## config.mk

```make
export PLATFORM = sky130hd
export DESIGN_NAME = multi_blinky
export DESIGN_NICKNAME = d
export VERILOG_FILES = /design/src/rtl/multi_blinky.sv
export SDC_FILE = /design/constraint.sdc
export NUM_CORES = 1
export LEC_CHECK = 0
export CAP_MARGIN = 20
export CORE_MARGIN = 10
export CORE_UTILIZATION = 55
export DETAILED_ROUTE_END_ITERATION = 10
export GPL_ROUTABILITY_DRIVEN = 0
export PLACE_DENSITY = 0.76
export SYNTH_ARGS = -nofsm -noshare
export SYNTH_HDL_FRONTEND = slang
export SYNTH_SLANG_ARGS = --single-unit
```

## constraint.sdc

```tcl
create_clock -name clk_i -period 3.3 [get_ports clk_i]
set_clock_uncertainty 0.1 [all_clocks]
set_input_delay 0.99 -clock clk_i [delete_from_list [all_inputs] [get_ports clk_i]]
set_output_delay 0.99 -clock clk_i [all_outputs]
set_load 0.05 [all_outputs]
```

## src/rtl/multi_blinky.sv

```systemverilog
// multi_blinky: NumLeds-channel LED pattern generator.
// Each channel runs in OFF / ON / BLINK / DIM_BLINK mode. Its mode, half
// period and PWM duty are written at runtime through a valid/ready config
// port. A single free-running PWM counter is shared by all channels.
// led_o is active-high; the board top inverts it for active-low pins.
//
// Optional build macro: MULTI_BLINKY_PHASE_SYNC_EN
//   When defined, the block gains input sync_i. A high sync_i reloads every
//   channel counter and clears every phase, which phase-aligns the channels.
//   A config write on the same edge still wins for its target channel.
//   When undefined, sync_i and its logic are absent.

module multi_blinky #(
  parameter int  NumLeds           = 4,
  parameter int  CounterWidth      = 24,
  parameter int  DefaultHalfPeriod = 5000000,
  parameter int  PwmWidth          = 8,
  localparam int ChanWidth         = (NumLeds > 1) ? $clog2(NumLeds) : 1
) (
  input  logic                    clk_i,
  input  logic                    rst_i,
`ifdef MULTI_BLINKY_PHASE_SYNC_EN
  input  logic                    sync_i,
`endif
  input  logic                    cfg_valid_i,
  output logic                    cfg_ready_o,
  input  logic [ChanWidth-1:0]    cfg_chan_i,
  input  logic [1:0]              cfg_mode_i,
  input  logic [CounterWidth-1:0] cfg_half_period_i,
  input  logic [PwmWidth-1:0]     cfg_duty_i,
  output logic [NumLeds-1:0]      led_o,
  output logic [NumLeds-1:0]      wrap_o
);

  // Channel operating modes.
  localparam logic [1:0] ModeOff      = 2'd0;
  localparam logic [1:0] ModeOn       = 2'd1;
  localparam logic [1:0] ModeBlink    = 2'd2;
  localparam logic [1:0] ModeDimBlink = 2'd3;

  // Reset-time channel configuration.
  localparam logic [CounterWidth-1:0] DefHalf   = CounterWidth'(DefaultHalfPeriod);
  localparam logic [CounterWidth-1:0] DefReload = CounterWidth'(DefaultHalfPeriod - 1);
  localparam logic [PwmWidth-1:0]     DutyFull  = {PwmWidth{1'b1}};

  // Counter reload value: a half period of 0 behaves like 1, so the
  // channel toggles every cycle instead of counting through 2^N cycles.
  function automatic logic [CounterWidth-1:0] reload_of(
    input logic [CounterWidth-1:0] half
  );
    logic [CounterWidth-1:0] r;
    if (half == {CounterWidth{1'b0}}) begin
      r = {CounterWidth{1'b0}};
    end else begin
      r = half - CounterWidth'(1);
    end
    return r;
  endfunction

  // Only the two blinking modes advance the half-period counter.
  function automatic logic is_counting(input logic [1:0] mode);
    return (mode == ModeBlink) || (mode == ModeDimBlink);
  endfunction

  // ---------------------------------------------------------------------
  // Shared state: config handshake and PWM counter
  // ---------------------------------------------------------------------
  logic                ready_q;
  logic                ready_d;
  logic [PwmWidth-1:0] pwm_q;
  logic [PwmWidth-1:0] pwm_d;
  logic                cfg_fire;
  logic                sync_s;

  // A write is taken only once ready is registered high, so nothing issued
  // while reset is held (or on the release edge) can land.
  assign cfg_fire    = cfg_valid_i & ready_q;
  assign cfg_ready_o = ready_q;

`ifdef MULTI_BLINKY_PHASE_SYNC_EN
  assign sync_s = sync_i;
`else
  assign sync_s = 1'b0;
`endif

  // Next-state for the shared handshake flag and free-running PWM counter.
  always_comb begin
    ready_d = 1'b1;
    pwm_d   = pwm_q + PwmWidth'(1);
  end

  // Shared registers; PWM counter wraps naturally at 2^PwmWidth.
  always_ff @(posedge clk_i) begin
    if (rst_i) begin
      ready_q <= 1'b0;
      pwm_q   <= {PwmWidth{1'b0}};
    end else begin
      ready_q <= ready_d;
      pwm_q   <= pwm_d;
    end
  end

  // ---------------------------------------------------------------------
  // Per-channel configuration, counter, phase and output decode
  // ---------------------------------------------------------------------
  for (genvar c = 0; c < NumLeds; c++) begin : g_chan
    logic [1:0]              mode_q;
    logic [1:0]              mode_d;
    logic [CounterWidth-1:0] half_q;
    logic [CounterWidth-1:0] half_d;
    logic [PwmWidth-1:0]     duty_q;
    logic [PwmWidth-1:0]     duty_d;
    logic [CounterWidth-1:0] cnt_q;
    logic [CounterWidth-1:0] cnt_d;
    logic                    phase_q;
    logic                    phase_d;
    logic                    wrap_q;
    logic                    wrap_d;
    logic                    wr_s;
    logic                    led_s;

    // Indices at or above NumLeds never match, so such writes are dropped.
    assign wr_s = cfg_fire && (cfg_chan_i == ChanWidth'(c));

    // Channel next-state: a config write beats sync, sync beats counting.
    always_comb begin
      mode_d  = mode_q;
      half_d  = half_q;
      duty_d  = duty_q;
      cnt_d   = cnt_q;
      phase_d = phase_q;
      wrap_d  = 1'b0;
      if (wr_s) begin
        // Restart cleanly from the new settings, even if the old counter
        // was about to expire on this very edge.
        mode_d  = cfg_mode_i;
        half_d  = cfg_half_period_i;
        duty_d  = cfg_duty_i;
        cnt_d   = reload_of(cfg_half_period_i);
        phase_d = 1'b0;
      end else if (sync_s) begin
        cnt_d   = reload_of(half_q);
        phase_d = 1'b0;
      end else if (is_counting(mode_q)) begin
        if (cnt_q != {CounterWidth{1'b0}}) begin
          cnt_d = cnt_q - CounterWidth'(1);
        end else begin
          cnt_d   = reload_of(half_q);
          phase_d = ~phase_q;
          wrap_d  = 1'b1;
        end
      end else begin
        // Static modes park the counter so a later mode change to a
        // blinking mode starts a full half period.
        cnt_d   = reload_of(half_q);
        phase_d = 1'b0;
      end
    end

    // Channel registers with reset defaults (BLINK at the default rate).
    always_ff @(posedge clk_i) begin
      if (rst_i) begin
        mode_q  <= ModeBlink;
        half_q  <= DefHalf;
        duty_q  <= DutyFull;
        cnt_q   <= DefReload;
        phase_q <= 1'b0;
        wrap_q  <= 1'b0;
      end else begin
        mode_q  <= mode_d;
        half_q  <= half_d;
        duty_q  <= duty_d;
        cnt_q   <= cnt_d;
        phase_q <= phase_d;
        wrap_q  <= wrap_d;
      end
    end

    // LED decode from registered state only; cfg inputs never reach it.
    always_comb begin
      led_s = 1'b0;
      case (mode_q)
        ModeOff:      led_s = 1'b0;
        ModeOn:       led_s = 1'b1;
        ModeBlink:    led_s = phase_q;
        ModeDimBlink: led_s = phase_q & (pwm_q < duty_q);
        default:      led_s = 1'b0;
      endcase
    end

    assign led_o[c]  = led_s;
    assign wrap_o[c] = wrap_q;
  end

endmodule

```

==> results.json, run 1 <==
{
  "status": "complete, but fails checks",
  "violations": "negative setup slack",
  "synth.largest_area_cell": "dfxtp_1",
  "maxCapViolations": 0,
  "cts_buffers": 28,
  "fmax_mhz": 283,
  "n_antenna_cell": 0,
  "crit_required_ns": 2.21,
  "wire_per_inst_um": 21.3,
  "drive_gt1_share_pct": 12.4,
  "core_area_um2": 25900,
  "ir_drop_mv": 0.430,
  "crit_path_end_kind": "output port",
  "async_flop_share_pct": 0,
  "grt_max_degree": 60,
  "cts_buffer_depth": 3,
  "grt_pass1_wl_mm": 75.7,
  "cts-root-buf": "clkbuf_16",
  "antenna_found_initial": 1,
  "vias": 14700,
  "slew_headroom_pct": 31.5,
  "initial_utilization_pct": 55.7,
  "firstDrtPassIters": 6,
  "postLayoutCoreUtil_pct": 65.7,
  "grt_pass1_vias": 13500,
  "syn_area_um2": 14400,
  "yosys_most_used_dff": "dfxtp_1",
  "cp_max_fo": 4,
  "synth_fp_nets": 1961,
  "cpPeakStageDelay_ns": 0.37,
  "worstMarginPinSlew_ns": 1.02,
  "viasPerCell": 6.34,
  "cpMaxStageDelayCell": "dfxtp_4",
  "period_needed_ns": 3.54,
  "synth_top_area_share_pct": 34.6,
  "numPortBuffers": 47,
  "route.detailed.drc": 0,
  "die_y_um": 182,
  "finalWirelength_mm": 49.3,
  "die_width_um": 182,
  "p_leak_nw": 6.72,
  "holdCritPathClass": "reg2reg",
  "rsz0062_at_grt": "yes",
  "path_cells": "buf_6 -> ha_4 -> a21o_1 -> a21o_1 -> a21oi_2 -> o21ai_1 -> a21o_1 -> a31oi_4 -> buf_12",
  "hold_violations": 0,
  "clk_pin_slew_ns": 0.06,
  "setup_viol": 4,
  "synthDistinctLibCells": 81,
  "cts_tree": "built",
  "cts_num_sinks": 249,
  "rows": 59,
  "final.period_utilization_pct": 107,
  "ys_seq_area_share_pct": 34.6,
  "final_common_cell": "nand2_1",
  "grt_usage_pct": 28.3,
  "powerDensity_nw_per_um2": 430,
  "pin_count": 48,
  "nNetsFinal": 2041,
  "synth-edff-count": 0,
  "cp-start-kind": "flip-flop",
  "dp_slack_ns": -0.415,
  "clk_latency_ns": 0.55,
  "synthCells": 1876,
  "worst_slack_ns": -0.239,
  "finalMaxSlewViolations": 0,
  "critPathBufInv": 2,
  "drt_iter0_drc": 1750,
  "die-area_um2": 33100,
  "ctsHoldBuffers": 0,
  "ys_seq_elements": 249,
  "path_common_cell": "a21o_1",
  "grt-ovfl-total": 0,
  "dp_hpwl_mm": 34.3,
  "path_delay_family": "compound AO/OA/AOI/OAI gates",
  "path_class": "reg2out",
  "yosysWarningCount": 0,
  "syn_area_per_cell_um2": 7.69,
  "synth_area_leaders": "dfxtp_1 35%, nand2_1 9.0%, xor2_1 5.2%",
  "final_cell_mix": "347 x nand2_1, 244 x dfxtp_1, 124 x nor2_1, 122 x a21oi_1, 119 x buf_4",
  "ant_nets": 0,
  "htreeDepth": 1,
  "arrival_ns": 2.45,
  "syn_to_final_growth_pct": 18.1
}
[flip-flops by register name, indices dropped and copies added (netlist names)]
register	count
g_chan.mode_q	8
g_chan.cnt_q	96
g_chan.wrap_q	4
g_chan.phase_q	4
pwm_q	8
cfg_ready_o	1
g_chan.duty_q	32
g_chan.half_q	96
[worst reg2reg max path: cells and delay by family (launching register included)]
| kind | cells | cell delay, ns |
|---|---|---|
| flops | 1 | 0.33 |
| simple gates | 5 | 2.16 |
| compound gates | 2 | 0.42 |
[final cells by class]
type | instances | area [µm²]
Timing Repair Buffer | 175 | 1580
Tap cell | 335 | 419
Inverter | 54 | 203
Clock buffer | 39 | 833
Fill cell | 2190 | 8880
Sequential cell | 249 | 5000
Multi-Input combinational cell | 1448 | 8910
Clock inverter | 12 | 95.1
[cells in the mapped netlist, types with 4 or more instances]
master and count:
nor3_1 85, a221oi_1 11, o21ai_0 74, ha_1 46, nor4_2 5, nor3b_1 7, a211oi_1 11, nand3_1 88
inv_1 54, or3_1 31, xor2_1 85, and3_1 12, a21oi_1 127, nor2_1 127, a311oi_1 14, a32oi_1 5
xnor2_1 76, clkbuf_1 99, mux2i_1 7, dfxtp_1 249, o31ai_1 9, o22ai_1 19, nand3b_1 6, o221ai_1 7
buf_2 13, nand2b_1 9, or4_1 27, a32o_1 4, or2_2 6, o211ai_1 40, nor2b_1 4, a31oi_1 9
buf_4 9, and2_1 5, nand2_1 347, nor4_1 46, nand4_1 11, a21o_1 21, o41ai_1 4
[path summary, 6_finish.rpt]
kind	start	endpoint	slack, ns	cells after the start
hold / removal	g_chan[1].half_q[15]	g_chan[1].half_q[15]	0.37	2
setup reg to reg	g_chan[1].cnt_q[15]	g_chan[1].cnt_q[15]	0.21	7
setup / recovery	pwm_q[1]	led_o[0]	-0.24	9
hold reg to reg	g_chan[1].half_q[15]	g_chan[1].half_q[15]	0.37	2
[report_power, final]
group          internal (mW)  total (mW)  switching (mW)
Combinational          0.371       0.924           0.553
Sequential              3.13        3.26           0.132
Clock                   1.83        3.15            1.31
[routing by layer]
metal	wire [µm]	up-vias	share of wire, %	global-route usage (%)
met5	14	-	0.028	0
met4	3100	2	6.3	16.5
met3	5360	186	11	4.97
met2	21400	791	43	43.4
met1	19400	6855	39	36.6
li1	-	6816	-	-
[through the flow]
stage                     instances  instance area (µm²)  hold slack [ns]  power [mW]  TNS, ns
after floorplan                1876                14400            0.342        3.80        0
after global placement         2260                15900            0.355        4.17   -16.34
after detailed placement       2260                15900            0.365        4.19   -19.74
after CTS                      2312                17000            0.365        7.30   -0.818
after global routing           2312                17000            0.393        7.53   -0.936
final                          2312                17000            0.373        7.33   -0.792
[cell families (layout without fill, tap and decap cells)]
kind of cell,after synthesis,after routing,share of synthesized area (%)
AOI/OAI and AO/OA,393,393,17.9
adders and majority gates,46,46,3.99
DFF,249,249,34.6
and+or+nand+nor,841,841,28.2
xor gates and xnor gates,161,161,9.78
muxes,7,7,0.486
buffers and inverters,179,280,5.11
[timing repair]
item,4_1_cts,5_1_grt
pin swaps,23,3
setup buffers,1,0
setup endpoints to repair,4,8
resized for setup,29,8
Note: power is estimated with default switching activity, not from simulation.
==> inputs of run 2 (changes only) <==
--- a/config.mk
+++ b/config.mk
@@ -10,2 +10,3 @@
 export CORE_UTILIZATION = 55
+export CTS_CLUSTER_DIAMETER = 200
 export DETAILED_ROUTE_END_ITERATION = 10
--- a/constraint.sdc
+++ b/constraint.sdc
@@ -4,2 +4,2 @@
 set_output_delay 0.99 -clock clk_i [all_outputs]
-set_load 0.05 [all_outputs]
+set_load 0.1 [all_outputs]
==> run 2 against run 1 <==
Net effect: the run still ends with negative setup slack left; sequential share of layout area is 0.062 points lower; setup slack got worse by 0.018 ns; hold slack gained 0.0034 ns; total power grew 2.7%; critical path depth stayed put; count of clock-buffer cells in the layout fell by 4; register-to-register slack better by 0.02 ns; wire length is 1.1% higher; cell area rose by 0.16%; critical path type unchanged; critical endpoint unchanged; highest routed layer unchanged.
==> results.json, run 2 (same netlist as run 1, synthesis figures left out) <==
{
  "htreeDepth": 1,
  "place_inst": 2262,
  "worstMarginPinSlew_ns": 1.04,
  "reg.largest.list": "g_chan.cnt_q: 96 flops, g_chan.half_q: 96 flops, g_chan.duty_q: 32 flops",
  "dp_hpwl_mm": 34.7,
  "final_common_cell": "nand2_1",
  "arrival_ns": 2.47,
  "dp_slack_ns": -0.429,
  "fin_cells": 2310,
  "syn_to_final_growth_pct": 18.3,
  "nFillCells": 2160,
  "dpl_cell_area_um2": 15900,
  "grt_pass1_vias": 13500,
  "vias": 14600,
  "cts_buffer_depth": 3,
  "postLayoutCoreUtil_pct": 65.8,
  "crit_path_end_kind": "output port",
  "final.period_utilization_pct": 108,
  "grt-ovfl-total": 0,
  "grt_max_degree": 52,
  "maxCapViolations": 0,
  "p_comb_share_pct": 12.3,
  "hold_violations": 0,
  "final_area_um2": 17100,
  "clk_latency_ns": 0.54,
  "die_width_um": 182,
  "drive_gt1_share_pct": 12.6,
  "firstDrtPassIters": 8,
  "numPortBuffers": 47,
  "p_leak_nw": 6.73,
  "worst_slack_ns": -0.257,
  "power_switching_mw": 1.98,
  "cp_max_fo": 5,
  "core_area_um2": 25900,
  "finalMaxSlewViolations": 0,
  "cts_buffers": 27,
  "grtUsageMet3_pct": 5.47,
  "use_met1_pct": 36.5,
  "finalWirelength_mm": 49.8,
  "nNetsFinal": 2041,
  "ant_nets": 0,
  "initial_utilization_pct": 55.7,
  "cp-start-kind": "flip-flop",
  "viasPerCell": 6.33,
  "powerDensity_nw_per_um2": 441,
  "whs_ns": 0.377,
  "antenna_found_initial": 1,
  "n_antenna_cell": 0,
  "setup_viol": 4,
  "pin_count": 48,
  "swShare_pct": 26.3,
  "seqPwrFrac_pct": 43.3,
  "violations": "negative setup slack",
  "holdCritPathClass": "reg2reg",
  "grt_pass1_wl_mm": 76.4,
  "ir_drop_mv": 0.422,
  "path_class": "reg2out",
  "rsz0062_at_grt": "yes",
  "rows": 59,
  "crit_required_ns": 2.21,
  "status": "complete, but fails checks",
  "period_needed_ns": 3.56,
  "met2_usage_pct": 43.7,
  "route.detailed.drc": 0,
  "cts-root-buf": "clkbuf_16",
  "finalPower_mw": 7.53,
  "final.setup.tns_ns": -0.835,
  "wire_per_inst_um": 21.6,
  "fmax_mhz": 281,
  "final_cell_mix": "347 x nand2_1, 244 x dfxtp_1, 126 x buf_4, 123 x nor2_1, 122 x a21oi_1",
  "clk_pin_slew_ns": 0.06,
  "grt_usage_pct": 28.5,
  "cts_tree": "built",
  "multiInputGateArea_um2": 8910,
  "power.internal_mw": 5.55,
  "busiest_layer": "met2",
  "slew_headroom_pct": 30.5,
  "die_y_um": 182,
  "ff_latch_area_um2": 4990,
  "die-area_um2": 33100,
  "pwr-share-clk_pct": 44.4,
  "drt_iter0_drc": 1656,
  "cts_num_sinks": 249
}
run 2: cell types whose count changed in the layout (fill, tap and decap cells not counted), moves of 3 or more:
| cell | before | now |
|---|---|---|
| clkbuf_8 | 7 | 4 |
| bufinv_16 | 1 | 6 |
| clkdlybuf4s50_1 | 42 | 37 |
| clkinv_2 | 8 | 4 |
| buf_4 | 119 | 126 |
run 2: per-layer routing:
layer / vias up / part of all wire (%) / routed length [µm]
li1: 6819 / - / -
met5: - / 0.14 / 70
met2: 782 / 43 / 21600
met1: 6830 / 40 / 19700
met4: 4 / 6.4 / 3210
met3: 191 / 10 / 5220
run 2: power by group through the flow:
stage	clock (mW)	combinational, mW	sequential (mW)
floorplan	0	0.511	3.29
global placement	0	0.862	3.31
detailed placement	0	0.880	3.32
CTS	3.34	0.896	3.26
global route	3.46	0.985	3.27
finish	3.34	0.928	3.26
run 2: final timing paths:
path / from / endpoint / slack [ns] / cells past startpoint
setup / recovery: pwm_q[1] / led_o[0] / -0.26 / 9
hold / removal: g_chan[2].half_q[20] / g_chan[2].half_q[20] / 0.38 / 2
hold reg to reg: g_chan[2].half_q[20] / g_chan[2].half_q[20] / 0.38 / 2
setup reg to reg: g_chan[1].cnt_q[15] / g_chan[1].cnt_q[15] / 0.23 / 7
run 2: timing repair:
action | in CTS | in global routing
hold buffers | 0 | 0
setup buffers | 1 | 0
resized for setup | 26 | 9
setup endpoints to repair | 4 | 12
pin swaps | 25 | 5
hold endpoints to repair | 0 | 0
run 2: worst max-delay path, cell delays in order (launching register included):
cell	delay, ns
dfxtp_4	0.38
buf_6	0.12
ha_4	0.20
a21o_1	0.18
a21o_1	0.18
a21oi_2	0.13
o21ai_1	0.08
a21o_1	0.23
a31oi_4	0.21
buf_12	0.20
run 2: layout make-up:
cell class              instances  area share [%]
repair buffers                176            9.19
clock buffers                  35            4.37
clock inverters                13            1.31
well taps                     335            2.46
multi-input cells            1448            52.2
flip-flops and latches        249            29.3
inverters                      54            1.19
==> inputs of run 3 (changes only) <==
- PLACE_DENSITY: 0.76 -> 0.73
- clock period: 3.3 -> 4.1 ns (I/O delays scaled with it)
==> run 3 against run 2 <==
Net effect: the run now ends clean; first-iteration DRC count fell by 8.8%; clock power fell by 21%; sequential share of layout area rose by 1.0 points; via count fell by 2.7%; highest routed layer unchanged.
==> results.json, run 3 (same netlist as run 1, synthesis figures left out) <==
{
  "die_y_um": 182,
  "critPathBufInv": 1,
  "grt_pass1_vias": 13200,
  "cp_max_fo": 6,
  "final.setup.tns_ns": 0,
  "path_class": "reg2out",
  "nNetsFinal": 1985,
  "final_area_um2": 16500,
  "pin_count": 48,
  "cpMaxStageDelayCell": "dfxtp_2",
  "slew_headroom_pct": 25.2,
  "power.internal_mw": 4.38,
  "core_area_um2": 25900,
  "p_leak_nw": 6.45,
  "powerDensity_nw_per_um2": 362,
  "rsz0062_at_grt": "no",
  "finalPower_mw": 5.96,
  "power_switching_mw": 1.58,
  "dpl_cell_area_um2": 15500,
  "cts_num_sinks": 249,
  "reg.largest.list": "g_chan.cnt_q: 96 flops, g_chan.half_q: 96 flops, g_chan.duty_q: 32 flops",
  "wire_per_inst_um": 21.6,
  "cts_buffer_depth": 3,
  "clk_latency_ns": 0.55,
  "numPortBuffers": 47,
  "cts_tree": "built",
  "htreeDepth": 1,
  "grt-ovfl-total": 0,
  "drt_iter0_drc": 1510,
  "crit_path_end_kind": "output port",
  "drive_gt1_share_pct": 8.80,
  "maxCapViolations": 0,
  "n_antenna_cell": 0,
  "ctsHoldBuffers": 0,
  "p_comb_share_pct": 11.8,
  "worstMarginPinSlew_ns": 1.12,
  "grt_pass1_wl_mm": 75.6,
  "initial_utilization_pct": 55.7,
  "firstDrtPassIters": 7,
  "final_common_cell": "nand2_1",
  "fmax_mhz": 246,
  "status": "finished, final reports clean",
  "path_cells": "ha_1 -> a21o_1 -> a21o_1 -> a21oi_1 -> o21ai_0 -> a21o_1 -> a31oi_2 -> buf_12",
  "worstReg2RegStart": "g_chan[0].cnt_q[6]",
  "pwr-share-clk_pct": 44.2,
  "crit_required_ns": 2.77,
  "seqPwrFrac_pct": 44.0,
  "holdCritPathClass": "reg2reg",
  "cts-root-buf": "clkbuf_16",
  "ir_drop_mv": 0.300,
  "die-area_um2": 33100,
  "die_width_um": 182,
  "ant_nets": 0,
  "cts_resized": 4,
  "syn_to_final_growth_pct": 14.2,
  "antenna_found_initial": 1,
  "path_delay_family": "compound AO/OA/AOI/OAI gates",
  "route.detailed.drc": 0,
  "cp-start-kind": "flip-flop",
  "path_common_cell": "a21o_1",
  "final_cell_mix": "347 x nand2_1, 247 x dfxtp_1, 126 x a21oi_1, 125 x nor2_1, 88 x nand3_1",
  "grt_max_degree": 83,
  "period_needed_ns": 4.07,
  "vias": 14200,
  "swShare_pct": 26.5,
  "rows": 59,
  "setup_viol": 0,
  "grt_usage_pct": 28.2,
  "arrival_ns": 2.74,
  "dp_hpwl_mm": 33.9,
  "hp-start": "g_chan[1].mode_q[0]",
  "hold_violations": 0,
  "final.period_utilization_pct": 99.3,
  "crit_path_start": "pwm_q[1]",
  "viasPerCell": 6.31,
  "post_cts_buffers": 0,
  "clk_pin_slew_ns": 0.06,
  "finalWirelength_mm": 48.8,
  "cpPeakStageDelay_ns": 0.42,
  "finalMaxSlewViolations": 0,
  "cts_buffers": 27
}
==> run 3: cell count changes in the layout (fill, tap and decap cells not counted), sizes merged <==
cell / change
inv: +2
clkinv: +4
buf: -61
clkdlybuf4s50: +5
bufinv: -1
clkinvlp: -3
==> run 3: worst reg2reg max path: stages, from the launching register on <==
cell and delay, ns:
dfxtp_1 0.36, nor4_1 0.47, nand4_1 0.51, o41ai_4 0.77
buf_12 0.27, nor2_1 0.07, a311oi_1 0.36, o21ai_0 0.12
==> run 3: layout make-up <==
cell class | instances | area [µm²]
clock inverter | 15 | 208
clock buffer | 35 | 746
sequential | 249 | 4990
multi-input combinational | 1448 | 8760
tap | 335 | 419
timing repair buffer | 120 | 1140
inverter | 54 | 203
fill | 2277 | 9440
==> run 3: final timing paths <==
path / cells after the start / endpoint / slack [ns]
worst max register to register: 7 / g_chan[0].cnt_q[4] / 0.95
worst min-delay path: 2 / g_chan[1].mode_q[0] / 0.37
worst min register to register: 2 / g_chan[1].mode_q[0] / 0.37
worst max-delay path: 8 / led_o[2] / 0.03
==> run 3: per-stage QoR <==
step | instances | util [%] | setup slack, ns | hold WS (ns)
final | 2256 | 63.6 | 0.0272 | 0.372
after global routing | 2256 | 63.6 | 0.00831 | 0.393
after CTS | 2256 | 63.6 | 0.0274 | 0.374
after detailed placement | 2206 | 59.8 | 0.151 | 0.365
after global placement | 2206 | 59.8 | 0.207 | 0.357
after floorplan | 1876 | - | 0.508 | 0.342
==> run 3: layer usage <==
layer,GRT usage [%],vias to the layer above,share of wire (%)
li1,-,6717,-
met1,36.3,6643,41
met2,43.1,700,43
met3,5.55,166,10
met4,16.3,2,6.5
met5,0,-,0.029
==> run 3: power by group through the flow <==
stage	Sequential, mW	Clock [mW]	Combinational, mW
global placement	2.67	0	0.666
floorplan	2.65	0	0.411
detailed placement	2.67	0	0.676
global route	2.64	2.74	0.748
finish	2.62	2.64	0.701
CTS	2.62	2.65	0.683
